==> config.mk <==
export PLATFORM = sky130hd
export DESIGN_NAME = button_conditioner
export DESIGN_NICKNAME = d
export VERILOG_FILES = /design/src/rtl/button_conditioner.sv
export SDC_FILE = /design/constraint.sdc
export NUM_CORES = 1
export LEC_CHECK = 0
export CAP_MARGIN = 30
export CELL_PAD_IN_SITES_DETAIL_PLACEMENT = 0
export CELL_PAD_IN_SITES_GLOBAL_PLACEMENT = 2
export CORE_MARGIN = 2
export CORE_UTILIZATION = 36
export CTS_BUF_LIST = sky130_fd_sc_hd__clkbuf_8
export DETAILED_ROUTE_END_ITERATION = 10
export GPL_TIMING_DRIVEN = 0
export PLACE_DENSITY_LB_ADDON = 0.1
export RECOVER_POWER = 100
export SETUP_SLACK_MARGIN = 0.15
export SLEW_MARGIN = 40
export SYNTH_ARGS = -nofsm -noshare
export SYNTH_HDL_FRONTEND = slang
export SYNTH_SLANG_ARGS = --single-unit
export TNS_END_PERCENT = 20
==> constraint.sdc <==
create_clock -name clk -period 2 [get_ports clk]
set_input_delay 0.4 -clock clk [delete_from_list [all_inputs] [get_ports clk]]
set_output_delay 0.4 -clock clk [all_outputs]
set_load 0.05 [all_outputs]
==> src/rtl/button_conditioner.sv <==
// Input conditioning for the calculator front panel: every pushbutton and
// slide switch is synchronised with two flops and then debounced on its own.
// Buttons give a clean level plus one-cycle press and release pulses. Switches
// give a clean level plus a single change pulse shared by all switch bits.
module button_conditioner #(
  parameter int N_BTN              = 5,
  parameter int N_SW               = 5,
  parameter int DEBOUNCE_CYCLES    = 1000000,
  parameter int SW_DEBOUNCE_CYCLES = 1000000
) (
  input  logic             clk,
  input  logic             rst_n,
  input  logic [N_BTN-1:0] btn_raw,
  input  logic [N_SW-1:0]  sw_raw,
  output logic [N_BTN-1:0] btn_level,
  output logic [N_BTN-1:0] btn_press,
  output logic [N_BTN-1:0] btn_release,
  output logic [N_SW-1:0]  sw_stable,
  output logic             sw_change
);

  // Each counter only has to reach HOLD-1, so clog2(HOLD) bits are enough
  // and the counter can never wrap.
  localparam int BTN_CW = $clog2(DEBOUNCE_CYCLES);
  localparam int SW_CW  = $clog2(SW_DEBOUNCE_CYCLES);
  localparam logic [BTN_CW-1:0] BTN_CNT_MAX = BTN_CW'(DEBOUNCE_CYCLES - 1);
  localparam logic [SW_CW-1:0]  SW_CNT_MAX  = SW_CW'(SW_DEBOUNCE_CYCLES - 1);

  logic [N_SW-1:0] sw_update;
  logic            sw_change_reg;

  genvar gi;

  // Button channels.
  generate
    for (gi = 0; gi < N_BTN; gi++) begin : g_btn
      logic              s1_reg;
      logic              s2_reg;
      logic              stable_reg;
      logic              press_reg;
      logic              release_reg;
      logic [BTN_CW-1:0] cnt_reg;

      // Two-flop synchroniser for the asynchronous raw button level.
      always_ff @(posedge clk) begin
        if (!rst_n) begin
          s1_reg <= 1'b0;
          s2_reg <= 1'b0;
        end else begin
          s1_reg <= btn_raw[gi];
          s2_reg <= s1_reg;
        end
      end

      // Accept a new level only after it has held for DEBOUNCE_CYCLES cycles,
      // and fire the matching pulse in the same cycle the level flips.
      always_ff @(posedge clk) begin
        if (!rst_n) begin
          stable_reg  <= 1'b0;
          cnt_reg     <= '0;
          press_reg   <= 1'b0;
          release_reg <= 1'b0;
        end else begin
          press_reg   <= 1'b0;
          release_reg <= 1'b0;
          if (s2_reg == stable_reg) begin
            cnt_reg <= '0;
          end else if (cnt_reg == BTN_CNT_MAX) begin
            stable_reg  <= s2_reg;
            cnt_reg     <= '0;
            press_reg   <= s2_reg;
            release_reg <= ~s2_reg;
          end else begin
            cnt_reg <= cnt_reg + 1'b1;
          end
        end
      end

      assign btn_level[gi]   = stable_reg;
      assign btn_press[gi]   = press_reg;
      assign btn_release[gi] = release_reg;
    end
  endgenerate

  // Switch channels.
  generate
    for (gi = 0; gi < N_SW; gi++) begin : g_sw
      logic             s1_reg;
      logic             s2_reg;
      logic             stable_reg;
      logic [SW_CW-1:0] cnt_reg;

      // Two-flop synchroniser for the asynchronous raw switch level.
      always_ff @(posedge clk) begin
        if (!rst_n) begin
          s1_reg <= 1'b0;
          s2_reg <= 1'b0;
        end else begin
          s1_reg <= sw_raw[gi];
          s2_reg <= s1_reg;
        end
      end

      // The cycle in which this bit accepts its new value.
      assign sw_update[gi] = (s2_reg != stable_reg) && (cnt_reg == SW_CNT_MAX);

      // Same hold-then-accept rule as the buttons, using the switch hold time.
      always_ff @(posedge clk) begin
        if (!rst_n) begin
          stable_reg <= 1'b0;
          cnt_reg    <= '0;
        end else if (s2_reg == stable_reg) begin
          cnt_reg <= '0;
        end else if (sw_update[gi]) begin
          stable_reg <= s2_reg;
          cnt_reg    <= '0;
        end else begin
          cnt_reg <= cnt_reg + 1'b1;
        end
      end

      assign sw_stable[gi] = stable_reg;
    end
  endgenerate

  // A single change pulse, however many switch bits update together.
  always_ff @(posedge clk) begin
    if (!rst_n) begin
      sw_change_reg <= 1'b0;
    end else begin
      sw_change_reg <= |sw_update;
    end
  end

  assign sw_change = sw_change_reg;

endmodule

=== Yosys cells after proc, flatten, opt, wreduce, memory -nomap -nowiden ===
Index checks and enable logic that the tools add are counted.
W data, S select, Z words.

* Memories kept: 0
* Memory bits (writable): 0
* Bits in latches: 0
* Register bits after elaboration: 241
* Bits of input ports: 12
* Output and inout bits: 21
* ROM bits: 0
* Logic and storage cells: 138

* Order comparisons: 0
* Add/sub/neg operators: 10
* Multiply operators: 0
* Reductions and logical operators: 31
* Bitwise gates (word level): 21
* Shift-type cells: 0
* Equality and inequality tests: 25
* Multiplexer cells: 0
* Div/mod/pow operators: 0

{| class="wikitable"
|+ Operators with widths
! operator !! number
|-
| $add A20 B1 Y20 const B || 10
|-
| $eq A20 B20 Y1 const B || 10
|-
| $reduce_or A3 Y1 || 15
|-
| $not A1 Y1 || 21
|-
| $reduce_and A2 Y1 || 10
|-
| $eq A1 B1 Y1 || 10
|-
| $logic_and A1 B1 Y1 || 5
|-
| $ne A1 B1 Y1 || 5
|-
| $reduce_or A5 Y1 || 1
|}

=== Logic depth before layout (Yosys ltp) ===
* Depth after elaboration: 3
* Depth in mapped cells: 7
* Gate-level depth less buffers: 5

=== Worst setup path after synthesis ===
OpenSTA, ideal clock, no wires.

* Kind: reg2reg
* Start: reg g_sw[3].cnt_reg[0]
* End: reg g_sw[3].cnt_reg[11]
* Stages on the path, launching flop included: 7
* Required time: 1.885 ns
* Path slack: -0.012 ns
* Setup time: 0.115 ns
* Period minus slack after synthesis: 2.012 ns
* Arrival: 1.897 ns
* Cells stage by stage: dfxtp_1 ha_1 nand3_1 or4_4 o211ai_2 buf_4 nor2_1

* Cells in the longest elaborated chain, start to end: 3
* Elaborated cells on any way between the ends: 4

{| class="wikitable"
|+ RTL lines
! element !! line !! source
|-
| from (decl) || 91 || <nowiki>logic [SW_CW-1:0] cnt_reg;</nowiki>
|-
| from (signal assigned) || 118 || <nowiki>cnt_reg <= cnt_reg + 1'b1;</nowiki>
|-
| parallel branches: the longest is 3 deep, another holds $add A20 B1 Y20 || -- ||
|}

Several ways; the timed one is not identified.
A chain may end at the register's enable or synchronous reset.

=== Final worst setup path ===
* Start: reg g_sw[3].cnt_reg[7]
* End: reg g_sw[3].stable_reg

* Cells in the longest elaborated chain, start to end: 3

{| class="wikitable"
|+ RTL lines
! element !! line !! source
|-
| $eq A20 B20 Y1 || 105 || <nowiki>assign sw_update[gi] = (s2_reg != stable_reg) && (cnt_reg == SW_CNT_MAX);</nowiki>
|-
| $logic_and A1 B1 Y1 || 105 ||
|-
| $reduce_and A2 Y1 (no source line) || -- ||
|-
| to (signal assigned) || 115 || <nowiki>stable_reg <= s2_reg;</nowiki>
|-
| to (decl) || 90 || <nowiki>logic stable_reg;</nowiki>
|}

Every way passes these cells.

==> metrics list <==
* Status: finished with violations
* Violations in the final reports: negative setup slack
- In this run the cell area of the synthesized design comes to 10560 um^2.
- The clock reaches the later pin of the worst-skew pair after 0.55 ns.
- #FFs+latches synth: about 240
* Peak supply drop: around 0.0005 V
- The initial antenna violation count is 0.
- Across all setup checks in the final design, the least slack found is -0.005004 ns.
* Net total in the final layout: approximately 1300
* Clock skew: about 0.0085 ns
* Final Routed Wirelength: approximately 23000 um
- Setup slack at placement: -0.9784 ns
* Total power: 0.009616 W
* Post-detailed-route count of antenna-violating nets: 0
- The H-tree was split into 2 levels.
- The critical path is of the reg -> reg type.
- Max-Cap Viols: 0
* Final-layout fill cell count: about 2900
- Entering global routing, the biggest net connects 12 pins.
- Chip width: 175.3 um
- The finished cells cover between 10000 and 15000 um^2.
- The number of pins exceeding their max-slew limit in the final report came to 0.
* Final period utilization: 100.3%
- Synth Area per Inst: approximately 8.7 um^2
- Setup repair after global routing missed its margin: yes
- After legalization and detailed placement, the total HPWL measured approximately 15000 um.
- Counting flops with an async set or reset pin after synthesis yields a share of 0%.
- The longest clock path from root to sink contains 3 buffers.
- DR iter-0 viols: around 320
- Accumulated negative setup slack: -0.005004 ns
* Count of input and output buffers: 32
* Slowest cell on crit path: sky130_fd_sc_hd__or4_4
* Clk sink count: approximately 240
* Most instantiated flip-flop cell in the synthesis netlist: sky130_fd_sc_hd__dfxtp_1
- Area of combinational cells with multiple inputs: between 5000 and 6000 um^2
* Wire length of the first global-routing pass: ~39000 um
- Of the total synthesized cell area, the portion taken by full adders, half adders and majority gates is 1.185%.
- Via density per instance: around 5.0
- TritonCTS built the clock tree.
- Arrival time reported for the critical path endpoint: ~2.5 ns
- DRT Pass-1 Iters: 4
* Share of layout cells above drive strength 1: just under 20%
- Via count of the first global-routing pass: slightly above 8000
- Top area cells in the synthesized netlist: sky130_fd_sc_hd__dfxtp_1 (46%), sky130_fd_sc_hd__nor2_1 (5.5%), sky130_fd_sc_hd__xor2_1 (5.1%)
- The commonest cells after synthesis are sky130_fd_sc_hd__dfxtp_1 (241), sky130_fd_sc_hd__nor2_1 (155), sky130_fd_sc_hd__a21oi_1 (72), sky130_fd_sc_hd__nand2_1 (68).
* EDFF count, synth: 0
* Row cnt: 62
- Timing-limited maximum frequency: around 500 MHz
* Net Count, Synth: ~1200
- From synthesis to final layout, the design area changed by 21.91%.
* Y dimension of the die: around 180 um
* Final Setup Violations: 1
- The worst setup path is launched from a flip-flop.
- The synthesized netlist devotes 9.148% of its cell area to compound gates.
- For the worst setup path, the data required time is 2.47 ns.
* Hold Crit Depth: 1
* Simple-Gate Fraction of Synth Area: between 20 and 30%
- Post-synthesis cell count: approximately 1200
* Register area: about 4900 um^2
- Share of the synthesized area in the top cell type: between 40% and 50%
* Portion of netlist area occupied by mux cells: less than 1%
* Antenna Cells: 0
* Largest area contributor in the synthesized netlist: sky130_fd_sc_hd__dfxtp_1
* Core Box Area: approximately 29000 um^2
* Pwr per Cell Area: around 750 nW/um^2
- After synthesis, the largest family of logic cells by area is simple AND/OR/NAND/NOR gates.
- Fin. Hold Viols: 0
- Number of buffers inserted for hold repair after clock tree synthesis: 0
* I/O pin cnt: 33
* CTS clock-pin slew for the worst setup and hold paths: 0.06 ns
- Headroom to the max-slew limit came out at between 30% and 40%.
- The share of the Yosys chip area taken by registers is 45.69%.
- Routability-driven placement finished with a final weighted congestion of about 0.74.
* Length in cells of the worst reg-to-reg path: 4
- Once placement finished, the instance area stood at between 10000 and 15000 um^2.
- Stage delay of the slowest cell on the critical path: ~0.6 ns
* DRC Markers: 0
- Minimum clock period after layout: about 2.0 ns
- In this run the clock root is driven by a sky130_fd_sc_hd__clkbuf_8.
- Residual overflow from global routing: 0
- Counting the buffers created by CTS gives 46.
* Minimum setup slack among reg-to-reg paths: -0.005 ns
* Parity-gate share of the synthesized area counting xor and xnor cells: under 10%
* Leakage power summed over all cells: just over 4 nW
- For this configuration, the core starts out at a cell density of a little under two fifths.
* HP Class: reg -> reg
- The die covers between 30000 and 40000 um^2.
- Average wire per standard cell: 13.35 um
- By instance count, the leading cell after synthesis is sky130_fd_sc_hd__dfxtp_1.
* Critical Path End Type: flip-flop
- For the pin with the worst max-slew slack, the measured transition is 0.9099 ns.
* Number of different library cells in the post-synthesis netlist: 51
- During synthesis, Yosys emitted a total of 0 warnings.
* GRT Util Overall: about 15%
- Critical path peak fanout: 5
- Cell breakdown of the critical path: or3b_4, or4_4, or4b_4, a21oi_2
* Routed vias: roughly 8600
## cell families after synthesis
family / count (synthesis)
adder cells (fa/ha/maj): 10
AO/OA/AOI/OAI: 163
buffers and inverters: 104
multiplexers: 2
AND/OR/NAND/NOR: 572
XOR/XNOR: 119
flip-flops: 241
## per-layer routing
layer  up-vias  share of wire, %  track usage, %
met5         -                 0               0
met4         0               2.7           5.486
met3        49               3.9           3.355
met2       100                44           24.18
met1      3970                49           19.57
li1       4502                 -               -
## worst max-delay path: cells and delay by family, from the launching register on
| kind | cells | cell delay (ns) |
|---|---|---|
| AO/OA/AOI/OAI | 1 | 0.13 |
| AND/OR/NAND/NOR | 3 | 1.47 |
| flip-flops | 1 | 0.33 |
## layout make-up
| class | instances | area share [%] |
|---|---|---|
| Sequential cell | 241 | 38.26 |
| Clock buffer | 59 | 6.308 |
| Tap cell | 384 | 3.733 |
| Multi-Input combinational cell | 867 | 43.18 |
| Clock inverter | 19 | 0.6026 |
| Inverter | 43 | 1.254 |
| Timing Repair Buffer | 62 | 3.373 |
| Buffer | 61 | 3.295 |
## placed cells by master, fill, tap and decap left out, drive strengths merged, types with 2 or more instances in the layout
master           n
or4             38
nand2           68
ha              10
and3            25
clkbuf         109
nand3           62
o221ai           4
or4b             3
nor2           155
or3b             2
clkinv           2
o21ai           44
nor3            18
o31ai           30
buf             61
xor2            62
xnor2           57
nand3b           3
nor4b           11
nor3b            4
a21oi           73
o211ai           6
mux2i            2
nor2b            8
inv             59
and4            16
or2              2
o21a             2
or3             45
and2            34
nor4            18
clkdlybuf4s50   10
nand4           56
dfxtp          241
## stage by stage
stage | utilization (%) | cells | hold slack [ns]
after floorplan | - | 1211 | 0.4119
after global placement | 39.67 | 1627 | 0.4148
after detailed placement | 39.67 | 1627 | 0.4196
after CTS | 43.44 | 1711 | 0.3841
after global routing | 44.73 | 1736 | 0.3923
final | 44.73 | 1736 | 0.4316
## report_power, final
group / internal, W / switching, W
sequential: 0.00481 / 0.0000147
clock: 0.00261 / 0.00203
combinational: 0.0000572 / 0.0000896
## timing repair
| action | CTS | global route |
|---|---|---|
| resized for setup | 134 | 127 |
| buffers inserted | 6 | 22 |
| gates cloned | 0 | 3 |
| setup endpoints to repair | 243 | 193 |
| pin swaps | 21 | 35 |
## final timing paths
path / start / endpoint
max: g_sw[3].cnt_reg[7] / g_sw[3].stable_reg
min: g_sw[2].s1_reg / g_sw[2].s2_reg
max reg2reg: g_sw[3].cnt_reg[7] / g_sw[3].stable_reg
min reg2reg: g_sw[2].s1_reg / g_sw[2].s2_reg
Note: power is estimated with default switching activity, not from simulation.
